$ cat src/rtl/matrix_mult_core.sv
// 2x2 unsigned 8-bit matrix product C = A x B using one time-shared 8x8 multiplier.
// The result is held stable in C and announced with a one-cycle done/is_matrix_mult pulse.
module matrix_mult_core #(
    parameter bit SATURATE = 1'b0
) (
    input  logic        clk,
    input  logic        reset,
    input  logic        start,
    input  logic [31:0] A,
    input  logic [31:0] B,
    input  logic        wb_busy,
    output logic [31:0] C,
    output logic        done,
    output logic        is_matrix_mult,
    output logic        busy
);

    localparam int unsigned EW = 8;
    localparam int unsigned MW = 32;
    localparam int unsigned PW = 16;
    localparam int unsigned SW = 17;
    localparam int unsigned CW = 3;

    typedef enum logic [1:0] {
        IDLE = 2'd0,
        MAC  = 2'd1,
        FIN  = 2'd2
    } state_t;

    state_t        state_q, state_d;
    logic [CW-1:0] cnt_q, cnt_d;
    logic [MW-1:0] a_q, a_d;
    logic [MW-1:0] b_q, b_d;
    logic [MW-1:0] r_q, r_d;
    logic [MW-1:0] c_d;
    logic [SW-1:0] acc_q, acc_d;
    logic          done_d;
    logic          busy_d;

    logic [1:0]    a_sel;
    logic [1:0]    b_sel;
    logic [1:0]    e_sel;
    logic [EW-1:0] a_op;
    logic [EW-1:0] b_op;
    logic [PW-1:0] prod;
    logic [SW-1:0] sum;
    logic [EW-1:0] elem;

    // cnt = {i, j, k}: a_ik lives at byte {i,k}, b_kj at byte {k,j}, c_ij at byte {i,j}
    always_comb begin
        a_sel = {cnt_q[2], cnt_q[0]};
        b_sel = {cnt_q[0], cnt_q[1]};
        e_sel = cnt_q[2:1];
        a_op  = a_q[{a_sel, 3'b000} +: EW];
        b_op  = b_q[{b_sel, 3'b000} +: EW];
        prod  = PW'(a_op) * PW'(b_op);
        sum   = acc_q + SW'(prod);
        if (SATURATE && (sum > SW'(255))) begin
            elem = '1;
        end else begin
            elem = sum[EW-1:0];
        end
    end

    // next-state and next-output logic
    always_comb begin
        state_d = state_q;
        cnt_d   = cnt_q;
        a_d     = a_q;
        b_d     = b_q;
        acc_d   = acc_q;
        r_d     = r_q;
        c_d     = C;
        done_d  = 1'b0;
        busy_d  = busy;

        case (state_q)
            IDLE: begin
                // done blocks the pulse cycle, before the write-back stage raises wb_busy
                if (start && !wb_busy && !done) begin
                    a_d     = A;
                    b_d     = B;
                    cnt_d   = '0;
                    busy_d  = 1'b1;
                    state_d = MAC;
                end
            end
            MAC: begin
                if (!cnt_q[0]) begin
                    acc_d = SW'(prod);
                end else begin
                    r_d[{e_sel, 3'b000} +: EW] = elem;
                end
                cnt_d = cnt_q + CW'(1);
                if (cnt_q == CW'(7)) begin
                    state_d = FIN;
                end
            end
            FIN: begin
                c_d     = r_q;
                done_d  = 1'b1;
                busy_d  = 1'b0;
                state_d = IDLE;
            end
            default: begin
                busy_d  = 1'b0;
                state_d = IDLE;
            end
        endcase
    end

    // state and datapath registers
    always_ff @(posedge clk) begin
        if (!reset) begin
            state_q        <= IDLE;
            cnt_q          <= '0;
            a_q            <= '0;
            b_q            <= '0;
            acc_q          <= '0;
            r_q            <= '0;
            C              <= '0;
            done           <= 1'b0;
            is_matrix_mult <= 1'b0;
            busy           <= 1'b0;
        end else begin
            state_q        <= state_d;
            cnt_q          <= cnt_d;
            a_q            <= a_d;
            b_q            <= b_d;
            acc_q          <= acc_d;
            r_q            <= r_d;
            C              <= c_d;
            done           <= done_d;
            is_matrix_mult <= done_d;
            busy           <= busy_d;
        end
    end

endmodule

$ cat config.mk
export PLATFORM = sky130hd
export DESIGN_NAME = matrix_mult_core
export DESIGN_NICKNAME = d
export VERILOG_FILES = /design/src/rtl/matrix_mult_core.sv
export SDC_FILE = /design/constraint.sdc
export NUM_CORES = 1
export LEC_CHECK = 0
export BUFFER_PORTS_ARGS = -buffer_cell sky130_fd_sc_hd__buf_2
export CAP_MARGIN = 20
export CORE_UTILIZATION = 25
export CTS_BUF_LIST = sky130_fd_sc_hd__clkbuf_16
export DETAILED_ROUTE_END_ITERATION = 8
export GPL_ROUTABILITY_DRIVEN = 0
export SETUP_SLACK_MARGIN = 0.3
export SYNTH_ARGS = -nofsm -noshare
export SYNTH_HDL_FRONTEND = slang
export SYNTH_SLANG_ARGS = --single-unit
$ cat constraint.sdc
create_clock -name clk -period 5.91 [get_ports clk]
set_input_delay 0.591 -clock clk [delete_from_list [all_inputs] [get_ports clk]]
set_output_delay 0.591 -clock clk [all_outputs]
set_load 0.005 [all_outputs]
* After elaboration in Yosys (flattened, before gate mapping)
Cells that the tools add are included.
Word-level totals: flip-flop bits (word level) 143, bits of input ports 68, output and inout port bits 35, word-level logic and storage cells 45
Operators by class: $add $sub $neg 3, $mul 1, eq/ne operators 5, shift-type cells 4, muxes and demuxes 9, bitwise gates (word level) 2, reductions and logical operators 12
Operators by type and width (count):
- 32-bit by 6-bit indexed part select with 8-bit output | 2
- 32-bit bitwise mux | 1
- 8-bit by 7-bit variable shift with 32-bit output (first input constant) | 1
- 8-bit by 7-bit indexed part select with 32-bit output | 1
- 2-bit AND reduction | 6
- 8-bit adder | 1
- 8-bit by 8-bit multiplier with 8-bit output | 1
- 5-bit negator with 7-bit output | 1
- 3-bit case mux with 2 select lines | 1
- 2-bit 2-to-1 mux | 2
- 2-bit inequality test (second input constant) | 2
- 2-bit case mux with 2 select lines | 1
- 3-bit by 1-bit adder with 3-bit output (second input constant) | 1
- 3-bit equality test (second input constant) | 1
- 3-bit 2-to-1 mux | 1
- 2-bit by 1-bit equality test with 1-bit output (second input constant) | 1
- 2-bit equality test (second input constant) | 1
- 1-bit logical AND | 2
- 1-bit zero test | 2
- 2-bit zero test | 1
- 1-bit 2-to-1 mux | 2
- 1-bit NOT | 2
- 1-bit case mux with 2 select lines | 1
- 2-bit nonzero test | 1

* Longest topological paths before layout
Gate-level depths: netlist of the first run.
word-level depth 5, depth in mapped cells 22, mapped depth without buffers 19

* Worst setup path after synthesis of the first run
Ideal clock, no wire load.
path kind reg2reg, start register cnt_q[1], end register r_q[15], library setup time 0.122 ns, arrival 4.792 ns, required time 5.788 ns, slack 0.996 ns, cell stages (with the launch flop) 17, buffers on the path 1, period minus slack after synthesis 4.914 ns, cell sequence dfxtp_1 -> buf_6 -> mux4_1 -> and2_1 -> fa_1 -> inv_1 -> fa_1 -> fa_1 -> fa_1 -> inv_1 -> ha_1 -> xnor2_1 -> ha_1 -> o41ai_1 -> xnor2_1 -> xnor2_2 -> o21ai_1
Between the ends: cells in the longest elaborated chain, start to end 5, elaborated cells between the ends (all ways) 7, those cells by class 2 x add/sub; 1 x mul; 3 x shift; 1 x mux
RTL lines:
- start: declaration | RTL line 31 | logic [CW-1:0] cnt_q, cnt_d;
- start signal: assignment | RTL line 127 | cnt_q <= cnt_d;
- 32-bit by 6-bit indexed part select with 8-bit output | RTL line 55 | b_op = b_q[{b_sel, 3'b000} +: EW];
- 8-bit by 8-bit multiplier with 8-bit output | RTL line 56 | prod = PW'(a_op) * PW'(b_op);
- net prod[6] | RTL line 45 | logic [PW-1:0] prod;
- 8-bit adder | RTL line 57 | sum = acc_q + SW'(prod);
- 8-bit by 7-bit indexed part select with 32-bit output | RTL line 92 | r_d[{e_sel, 3'b000} +: EW] = elem;
- 32-bit bitwise mux | RTL line 92
- end signal: assignment | RTL line 131 | r_q <= r_d;
- end: declaration | RTL line 34 | logic [MW-1:0] r_q, r_d;
The timed path passes the listed nets, and every way through them passes these cells. A chain may end at the register's enable or synchronous reset.

* Worst setup path in the final report of the first run
start register cnt_q[2], end register r_q[7]
Between the ends: cells in the longest elaborated chain, start to end 5, elaborated cells between the ends (all ways) 7, those cells by class 2 x add/sub; 1 x mul; 3 x shift; 1 x mux
RTL lines:
- 32-bit by 6-bit indexed part select with 8-bit output | RTL line 54 | a_op = a_q[{a_sel, 3'b000} +: EW];
- 8-bit by 8-bit multiplier with 8-bit output | RTL line 56
- net prod[6] | RTL line 45
- 8-bit adder | RTL line 57
- 8-bit by 7-bit indexed part select with 32-bit output | RTL line 92
- 32-bit bitwise mux | RTL line 92
The timed path passes the listed nets, and every way through them passes these cells.

==> results.sh, run 1 <==
export IMPL_syn_to_final_growth_pct=20.4
export IMPL_path_class="flip-flop to flip-flop"
export IMPL_yosysSeqAreaShare=0.412
export IMPL_finalSetupViolCount=0
export IMPL_syn_inst=769
export IMPL_wl_met2_um=7920
export IMPL_routed_wl_um=16600
export IMPL_ir_drop_mv=0.206
export IMPL_cts_root_buffer="clkbuf_16"
export IMPL_grt_setup_unrepaired="false"
export IMPL_die_x_um=169
export IMPL_ios=103
export IMPL_max_freq_ghz=0.199
export IMPL_diodes=0
export IMPL_drive_gt1_frac=0.182
export IMPL_comb_power_share=0.070
export IMPL_skew_ps=12.6
export IMPL_hold_viol=0
export IMPL_cts_buffer_depth=2
export IMPL_synth_cell_area_mm2=0.00695
export IMPL_avgViaCountPerCell=4.32
export IMPL_top_layer="met4"
export IMPL_grt_overflow_total=0
export IMPL_die_area_mm2=0.0285
export IMPL_path_cells="mux4_2 > and2_1 > fa_1 > inv_1 > fa_1 > fa_1 > fa_1 > inv_1 > ha_1 > xnor2_1 > ha_1 > o41ai_1 > xnor2_1 > xnor2_2 > o21ai_1"
export IMPL_route_met3_wl_um=597
export IMPL_drt_pass1_iter_count=4
export IMPL_critPathMaxFanout=7
export IMPL_grt_pass1_wl_um=27700
export IMPL_synth_area_leaders="dfxtp_1 (41%), nand2_1 (12%), a21boi_0 (12%)"
export IMPL_drv_cap=0
export IMPL_route_vias_total=5341
export IMPL_hold_class="primary input to flip-flop"
export IMPL_drtIter0Drc=303
export IMPL_cts_hold_buffers=0
export IMPL_wl_met1_um=7850
export IMPL_post_drt_wl_per_cell_um=13.4
export IMPL_place_area_mm2=0.00780
export IMPL_slowest_delay_ps=630
export IMPL_cpMaxStageDelayCell="mux4_2"
export IMPL_grt_max_degree=126
export IMPL_tightest_slew_ps=1040
export IMPL_p_clk_frac=0.474
export IMPL_clock_latency_ps=430
export IMPL_switchingPower_mw=0.580
export IMPL_synth_warnings=0
export IMPL_ys_ff_latch=143
export IMPL_p_int_mw=1.61
export IMPL_relSlewSlack=0.309
export IMPL_critical_path_most_common_cell="fa_1"
export IMPL_cts_sinks=143
export IMPL_startpoint_type="flip-flop"
export IMPL_synth_edf_count=0
export IMPL_antenna_found_initial=0
export IMPL_first_global_vias=5366
export IMPL_cts_buffers=17
export IMPL_syn_num_nets=880
export IMPL_cts_resized=0
export IMPL_syn_area_per_cell_um2=9.03
export IMPL_report_final_slew_viol_count=0
export IMPL_seq_power_share=0.456
export IMPL_yosysTopAreaCellShare=0.412
export IMPL_crit_required_ps=6220
export IMPL_post_cts_buffers=0
export IMPL_synth_most_common_cell="nand2_1"
export IMPL_cts_tree="done"
export IMPL_port_buffers=102
export IMPL_clk_pin_slew_ps=70
export IMPL_async_flop_share=0
export IMPL_drcViolationCount=0
export IMPL_dp_hpwl_um=11800
export IMPL_switching_share=0.265
export IMPL_status="completed"
export IMPL_synth_area_leader_cell="dfxtp_1"
export IMPL_synth_common_cells="nand2_1 (227), dfxtp_1 (143), a21boi_0 (107), clkbuf_1 (33)"
export IMPL_synthFlopType="dfxtp_1"
export IMPL_leakagePower_nw=3.28
export IMPL_grt_usage=0.124
export IMPL_r2r_slack_ps=880
export IMPL_design_area_mm2=0.00837
export IMPL_die_h_um=169
export IMPL_core_area_mm2=0.0271
export IMPL_p_per_area_mw_per_mm2=262
export IMPL_critPathCaptureType="flip-flop"
export IMPL_min_period_over_period=0.852
export IMPL_h_tree_depth=4
export IMPL_crit_arrival_ps=5350
export IMPL_num_rows=60
export IMPL_yosysUniqueCellTypes=38
export IMPL_finalSetupTns_ps=0
export IMPL_final_antenna_net_count=0
export IMPL_final_net_count=963
export IMPL_period_needed_ps=5030
export IMPL_start_util=0.256
layout by cell type, fill, tap and decap left out, types with 13 or more instances in the layout:
master       n
ha_1        30
buf_2      102
dfxtp_1    143
nor2b_1     30
fa_1        13
inv_1       31
a22oi_1     24
xnor2_1     14
and2_1      21
a21boi_0   107
clkbuf_16   17
nand2_1    227
critical path, delay by kind of cell (launching register included):
| family | cells | cell delay [ps] |
|---|---|---|
| fa+ha+maj | 6 | 2360 |
| simple gates | 1 | 190 |
| xor+xnor | 3 | 550 |
| compound gates | 2 | 500 |
| flops | 1 | 540 |
| buf+inv | 2 | 120 |
| mux | 1 | 630 |
power by group through the flow:
stage | clock network, mW | logic, mW | registers [mW]
2_1_floorplan | 0 | 0.103 | 1.02
3_3_place_gp | 0 | 0.153 | 1.02
3_5_place_dp | 0 | 0.155 | 1.02
4_1_cts | 1.06 | 0.155 | 1.00
5_1_grt | 1.10 | 0.171 | 1.00
6_report | 1.04 | 0.153 | 0.999
kinds of logic after synthesis:
group                    Yosys count  synth area share
AO/OA/AOI/OAI                    153             0.162
AND/OR/NAND/NOR                  317             0.201
buffers and inverters             77            0.0456
adder cells (fa/ha/maj)           43            0.0915
multiplexers                      16            0.0578
XOR/XNOR                          20            0.0295
flip-flops                       143             0.412
cell type report:
type / instances / area [um2]
fillers: 2873 / 18700
clock inverters: 15 / 143
multi-input cells: 549 / 3780
clock buffers: 17 / 425
repair buffers: 110 / 571
inverters: 31 / 116
well taps: 372 / 465
flip-flops and latches: 143 / 2860
worst paths after layout:
check	start	endpoint	depth (start not counted)
max	cnt_q[2]$_SDFFE_PN0P_	r_q[7]$_SDFFE_PN0P_	15
min	A[8]	a_q[8]$_SDFFE_PN0P_	3
min reg2reg	b_q[13]$_SDFFE_PN0P_	b_q[13]$_SDFFE_PN0P_	2
max reg2reg	cnt_q[2]$_SDFFE_PN0P_	r_q[7]$_SDFFE_PN0P_	15
per-layer routing:
| layer | up-vias | global-route usage |
|---|---|---|
| li1 | 2727 | - |
| met5 | - | 0 |
| met1 | 2503 | 0.159 |
| met4 | 0 | 0.0419 |
| met3 | 14 | 0.0271 |
| met2 | 97 | 0.204 |
per-stage QoR:
step | hold slack [ps] | util | setup slack (ps) | total power [mW] | instances
floorplan | 437 | - | 996 | 1.12 | 769
detailed placement | 456 | 0.288 | 849 | 1.18 | 1205
global placement | 449 | 0.288 | 926 | 1.17 | 1205
CTS | 397 | 0.309 | 827 | 2.21 | 1237
global route | 403 | 0.309 | 520 | 2.28 | 1237
finish | 406 | 0.309 | 877 | 2.19 | 1237
flip-flops by register name, summed over array words and instances (netlist names):
register / count
busy: 1
cnt_q: 3
b_q: 32
state_q: 2
C: 32
r_q: 32
is_matrix_mult: 1
acc_q: 8
a_q: 32
No activity file was read; power rests on OpenSTA's default activity.
==> inputs of run 2 (changes only) <==
==> constraint.sdc (replaced) <==
create_clock -name clk -period 5.33 [get_ports clk]
set_input_delay 0.533 -clock clk [delete_from_list [all_inputs] [get_ports clk]]
set_output_delay 0.533 -clock clk [all_outputs]
set_load 0.005 [all_outputs]
==> results.sh, run 2 (synthesis results as in run 1) <==
export IMPL_final_common_cell="nand2_1"
export IMPL_cts_sinks=143
export IMPL_grt_max_degree=123
export IMPL_min_period_over_period=0.905
export IMPL_cts_buffer_depth=2
export IMPL_grt_pass1_wl_um=27200
export IMPL_slowest_delay_ps=570
export IMPL_finalSetupViolCount=0
export IMPL_die_h_um=169
export IMPL_max_freq_ghz=0.207
export IMPL_finalSetupTns_ps=0
export IMPL_route_vias_total=5387
export IMPL_critPathMaxFanout=5
export IMPL_power_mw=2.40
export IMPL_drt_pass1_iter_count=4
export IMPL_first_global_vias=5326
export IMPL_die_x_um=169
export IMPL_hold_class="primary input to flip-flop"
export IMPL_holdWs_ps=358
export IMPL_drive_gt1_frac=0.200
export IMPL_ios=103
export IMPL_antenna_found_initial=0
export IMPL_report_final_slew_viol_count=0
export IMPL_dp_hpwl_um=11700
export IMPL_skew_ps=10.0
export IMPL_grt_setup_unrepaired="false"
export IMPL_cts_tree="done"
export IMPL_seq_power_share=0.463
export IMPL_final_antenna_net_count=0
export IMPL_critPathCaptureType="flip-flop"
export IMPL_drcViolationCount=0
export IMPL_routed_wl_um=16500
export IMPL_path_cells="mux4_2 > and2_1 > fa_1 > inv_1 > fa_1 > fa_1 > fa_1 > inv_1 > ha_1 > xnor2_2 > ha_2 > nor2_1 > nor2_1 > o41ai_2 > xnor2_1 > xnor2_2 > o21ai_1"
export IMPL_relSlewSlack=0.302
export IMPL_hold_viol=0
export IMPL_crit_arrival_ps=5130
export IMPL_start_util=0.256
export IMPL_syn_to_final_growth_pct=21.1
export IMPL_grt_overflow_total=0
export IMPL_h_tree_depth=4
export IMPL_tightest_slew_ps=1050
export IMPL_comb_power_share=0.072
export IMPL_period_needed_ps=4830
export IMPL_critical_path_most_common_cell="fa_1"
export IMPL_switching_share=0.257
export IMPL_cts_root_buffer="clkbuf_16"
export IMPL_switchingPower_mw=0.617
export IMPL_startpoint_type="flip-flop"
export IMPL_leakagePower_nw=3.30
export IMPL_num_rows=60
export IMPL_status="completed"
export IMPL_p_clk_frac=0.465
export IMPL_crit_required_ps=5630
export IMPL_clock_latency_ps=420
export IMPL_cts_hold_buffers=0
export IMPL_drv_cap=0
export IMPL_cts_buffers=17
export IMPL_post_drt_wl_per_cell_um=13.3
export IMPL_die_area_mm2=0.0285
export IMPL_port_buffers=102
export IMPL_core_area_mm2=0.0271
export IMPL_grt_usage=0.121
export IMPL_clk_pin_slew_ps=70
export IMPL_path_class="flip-flop to flip-flop"
export IMPL_ir_drop_mv=0.203
export IMPL_drtIter0Drc=290
export IMPL_p_int_mw=1.78
export IMPL_cpMaxStageDelayCell="mux4_2"
export IMPL_final_net_count=970
export IMPL_p_per_area_mw_per_mm2=285
export IMPL_layout_common_cells="nand2_1 (227), dfxtp_1 (140), a21boi_0 (107)"
export IMPL_avgViaCountPerCell=4.33
run 2: cell types whose count changed in the layout (fill, tap and decap cells not counted), moves of 2 or more:
cell and change:
clkinvlp_4 +2, dfxtp_2 +2, mux4_2 +5, clkinv_4 -3
dfxtp_1 -3, buf_6 +2, clkinv_2 +2, mux4_1 -5
buf_4 +5
run 2: through the flow:
step           utilization  std cells  setup WS, ps  instance area, um2
2_1_floorplan            -        769           416                6950
3_3_place_gp         0.288       1208           295                7820
3_5_place_dp         0.288       1208           206                7820
4_1_cts              0.309       1240           318                8370
5_1_grt              0.310       1244           304                8410
6_report             0.310       1245           504                8410
run 2: repair_timing:
item,CTS,global route
gates cloned,0,0
setup endpoints to repair,8,12
gates resized for setup,2,12
buffers inserted,0,4
pin swaps,0,1
run 2: power groups by stage:
stage / Clock [mW] / Combinational, mW / Sequential [mW]
5_1_grt: 1.19 / 0.194 / 1.11
3_3_place_gp: 0 / 0.169 / 1.13
2_1_floorplan: 0 / 0.115 / 1.13
3_5_place_dp: 0 / 0.171 / 1.13
6_report: 1.12 / 0.174 / 1.11
4_1_cts: 1.14 / 0.171 / 1.11
run 2: worst max-delay path: cells and delay by family, from the launching register on:
kind                     cells  cell delay [ps]
buffers and inverters        2              140
XOR/XNOR                     3              560
multiplexers                 1              570
flip-flops                   1              400
adder cells (fa/ha/maj)      6             2510
AO/OA/AOI/OAI                2              190
AND/OR/NAND/NOR              3              330
run 2: area by class of cell:
type / instances / area (um2)
Timing Repair Buffer: 117 / 631
Multi-Input combinational cell: 549 / 3780
Antenna cell: 1 / 2.50
Clock inverter: 15 / 125
Sequential cell: 143 / 2870
Fill cell: 2852 / 18700
Tap cell: 372 / 465
Clock buffer: 17 / 425
Inverter: 31 / 116
run 2: path summary, 6_finish.rpt:
check,startpoint,to,slack (ps),depth (start not counted)
worst max-delay path,cnt_q[2]$_SDFFE_PN0P_,r_q[15]$_SDFFE_PN0P_,500,17
worst max register to register,cnt_q[2]$_SDFFE_PN0P_,r_q[15]$_SDFFE_PN0P_,500,17
worst min-delay path,A[31],a_q[31]$_SDFFE_PN0P_,360,3
worst min register to register,a_q[23]$_SDFFE_PN0P_,a_q[23]$_SDFFE_PN0P_,460,2
run 2: layer usage:
metal  vias up  GRT usage  part of all wire
met4         0     0.0411             0.011
met5         -          0                 0
met1      2546      0.161              0.49
li1       2741          -                 -
met2        93      0.196              0.47
met3         7     0.0210             0.033
==> inputs of run 3 (changes only) <==
--- a/config.mk
+++ b/config.mk
@@ -7,10 +7,13 @@
 export LEC_CHECK = 0
 export BUFFER_PORTS_ARGS = -buffer_cell sky130_fd_sc_hd__buf_2
 export CAP_MARGIN = 20
+export CELL_PAD_IN_SITES_DETAIL_PLACEMENT = 1
+export CELL_PAD_IN_SITES_GLOBAL_PLACEMENT = 1
 export CORE_UTILIZATION = 25
 export CTS_BUF_LIST = sky130_fd_sc_hd__clkbuf_16
 export DETAILED_ROUTE_END_ITERATION = 8
 export GPL_ROUTABILITY_DRIVEN = 0
+export PLACE_DENSITY_LB_ADDON = 0.1
 export SETUP_SLACK_MARGIN = 0.3
 export SYNTH_ARGS = -nofsm -noshare
 export SYNTH_HDL_FRONTEND = slang
==> results.sh, run 3 (synthesis results as in run 1) <==
export IMPL_status="completed"
export IMPL_seq_power_share=0.426
export IMPL_place_area_mm2=0.00785
export IMPL_cts_tree="done"
export IMPL_hold_viol=0
export IMPL_clk_pin_slew_ps=70
export IMPL_drv_cap=0
export IMPL_p_int_mw=1.97
export IMPL_crit_required_ps=5640
export IMPL_dp_hpwl_um=14700
export IMPL_ir_drop_mv=0.180
export IMPL_final_common_cell="nand2_1"
export IMPL_ios=103
export IMPL_power_mw=2.61
export IMPL_antenna_found_initial=0
export IMPL_worst_r2r_cell_count=15
export IMPL_design_area_mm2=0.00859
export IMPL_crit_path_start="cnt_q[1]$_SDFFE_PN0P_"
export IMPL_r2r_start="cnt_q[1]$_SDFFE_PN0P_"
export IMPL_post_drt_wl_per_cell_um=16.0
export IMPL_grt_usage=0.146
export IMPL_min_period_over_period=0.901
export IMPL_h_tree_depth=4
export IMPL_fin_util=0.317
export IMPL_skew_ps=12.9
export IMPL_cts_hold_buffers=0
export IMPL_grt_pass1_wl_um=32100
export IMPL_num_rows=60
export IMPL_critPathMaxFanout=7
export IMPL_fin_ws_ps=526
export IMPL_finalSetupTns_ps=0
export IMPL_cts_sinks=143
export IMPL_p_per_area_mw_per_mm2=304
export IMPL_drt_pass1_iter_count=4
export IMPL_route_vias_total=5580
export IMPL_final_cells=1251
export IMPL_hold_class="primary input to flip-flop"
export IMPL_core_area_mm2=0.0271
export IMPL_min_path_cells=3
export IMPL_syn_to_final_growth_pct=23.6
export IMPL_cts_buffers=17
export IMPL_pre_cts_ws_ps=167
export IMPL_p_clk_frac=0.502
export IMPL_final_antenna_net_count=0
export IMPL_relSlewSlack=0.283
export IMPL_comb_power_share=0.072
export IMPL_grt_setup_unrepaired="false"
export IMPL_critPathCaptureType="flip-flop"
export IMPL_max_freq_ghz=0.208
export IMPL_r2r_slack_ps=530
export IMPL_tightest_slew_ps=1070
export IMPL_die_area_mm2=0.0285
export IMPL_avgViaCountPerCell=4.46
export IMPL_cts_buffer_depth=2
export IMPL_routed_wl_um=20100
export IMPL_drtIter0Drc=149
export IMPL_grt_overflow_total=0
export IMPL_hold_end="a_q[12]$_SDFFE_PN0P_"
export IMPL_switching_share=0.246
export IMPL_drive_gt1_frac=0.212
export IMPL_min_from="A[12]"
export IMPL_holdWs_ps=344
export IMPL_layout_common_cells="nand2_1 (227), dfxtp_1 (140), a21boi_0 (107)"
export IMPL_switchingPower_mw=0.642
export IMPL_report_final_slew_viol_count=0
export IMPL_drcViolationCount=0
export IMPL_period_needed_ps=4800
export IMPL_path_class="flip-flop to flip-flop"
export IMPL_first_global_vias=5879
export IMPL_startpoint_type="flip-flop"
export IMPL_clock_latency_ps=430
export IMPL_port_buffers=102
export IMPL_diodes=0
export IMPL_cts_root_buffer="clkbuf_16"
export IMPL_die_x_um=169
export IMPL_timing_rr_end="r_q[30]$_SDFFE_PN0P_"
export IMPL_finalSetupViolCount=0
export IMPL_leakagePower_nw=3.37
export IMPL_start_util=0.256
export IMPL_grt_max_degree=78
export IMPL_final_net_count=978
export IMPL_place_inst=1209
export IMPL_die_h_um=169
export IMPL_crit_arrival_ps=5120
## run 3: cell types whose count changed in the layout (fill, tap and decap cells not counted), moves of 2 or more
cell       change
buf_4          +8
bufinv_16      +4
inv_6          -3
and2_1         -2
and2_4         +2
clkinv_2       -2
dfxtp_2        -2
dfxtp_4        +2
## run 3: worst max-delay path by stage
stage                                 to  slack (ps)  cells past startpoint
finish              r_q[30]$_SDFFE_PN0P_         530                     15
global route        r_q[15]$_SDFFE_PN0P_         290                     19
CTS                 r_q[15]$_SDFFE_PN0P_         300                     17
detailed placement   r_q[7]$_SDFFE_PN0P_         170                     15
global placement    r_q[31]$_SDFFE_PN0P_         220                     15
floorplan           r_q[15]$_SDFFE_PN0P_         420                     16
## run 3: per-layer routing
layer,up-vias,share of wire,track usage,wire (um)
met5,-,0,0,0
li1,2741,-,-,-
met2,100,0.47,0.245,9470
met1,2716,0.48,0.189,9650
met3,23,0.033,0.0292,654
met4,0,0.014,0.0415,281
## run 3: cell type report
| cell class | instances | area [um2] |
|---|---|---|
| fillers | 3160 | 18500 |
| multi-input cells | 549 | 3800 |
| flip-flops and latches | 143 | 2870 |
| repair buffers | 125 | 706 |
| well taps | 372 | 465 |
| clock buffers | 17 | 425 |
| clock inverters | 14 | 205 |
| inverters | 31 | 116 |
## run 3: critical path, cell delays in order, from the launching register on
cell and delay (ps):
dfxtp_4 400, mux4_2 580, and2_4 190, ha_1 210, fa_1 480, ha_1 290
inv_1 50, fa_1 550, inv_2 50, fa_1 490, ha_1 320, a21boi_0 150
o21a_1 200, or3_1 390, a32oi_1 240, nor2b_1 80
## run 3: power groups by stage
stage	combinational (mW)	clock (mW)	sequential (mW)
floorplan	0.115	0	1.13
global placement	0.174	0	1.14
detailed placement	0.180	0	1.14
CTS	0.181	1.35	1.11
global route	0.209	1.39	1.12
finish	0.188	1.31	1.11
## run 3: timing repair
item	CTS	global route
endpoints found under the setup margin	8	13
buffers inserted	0	11
gates resized for setup	4	17
pin swaps	0	8
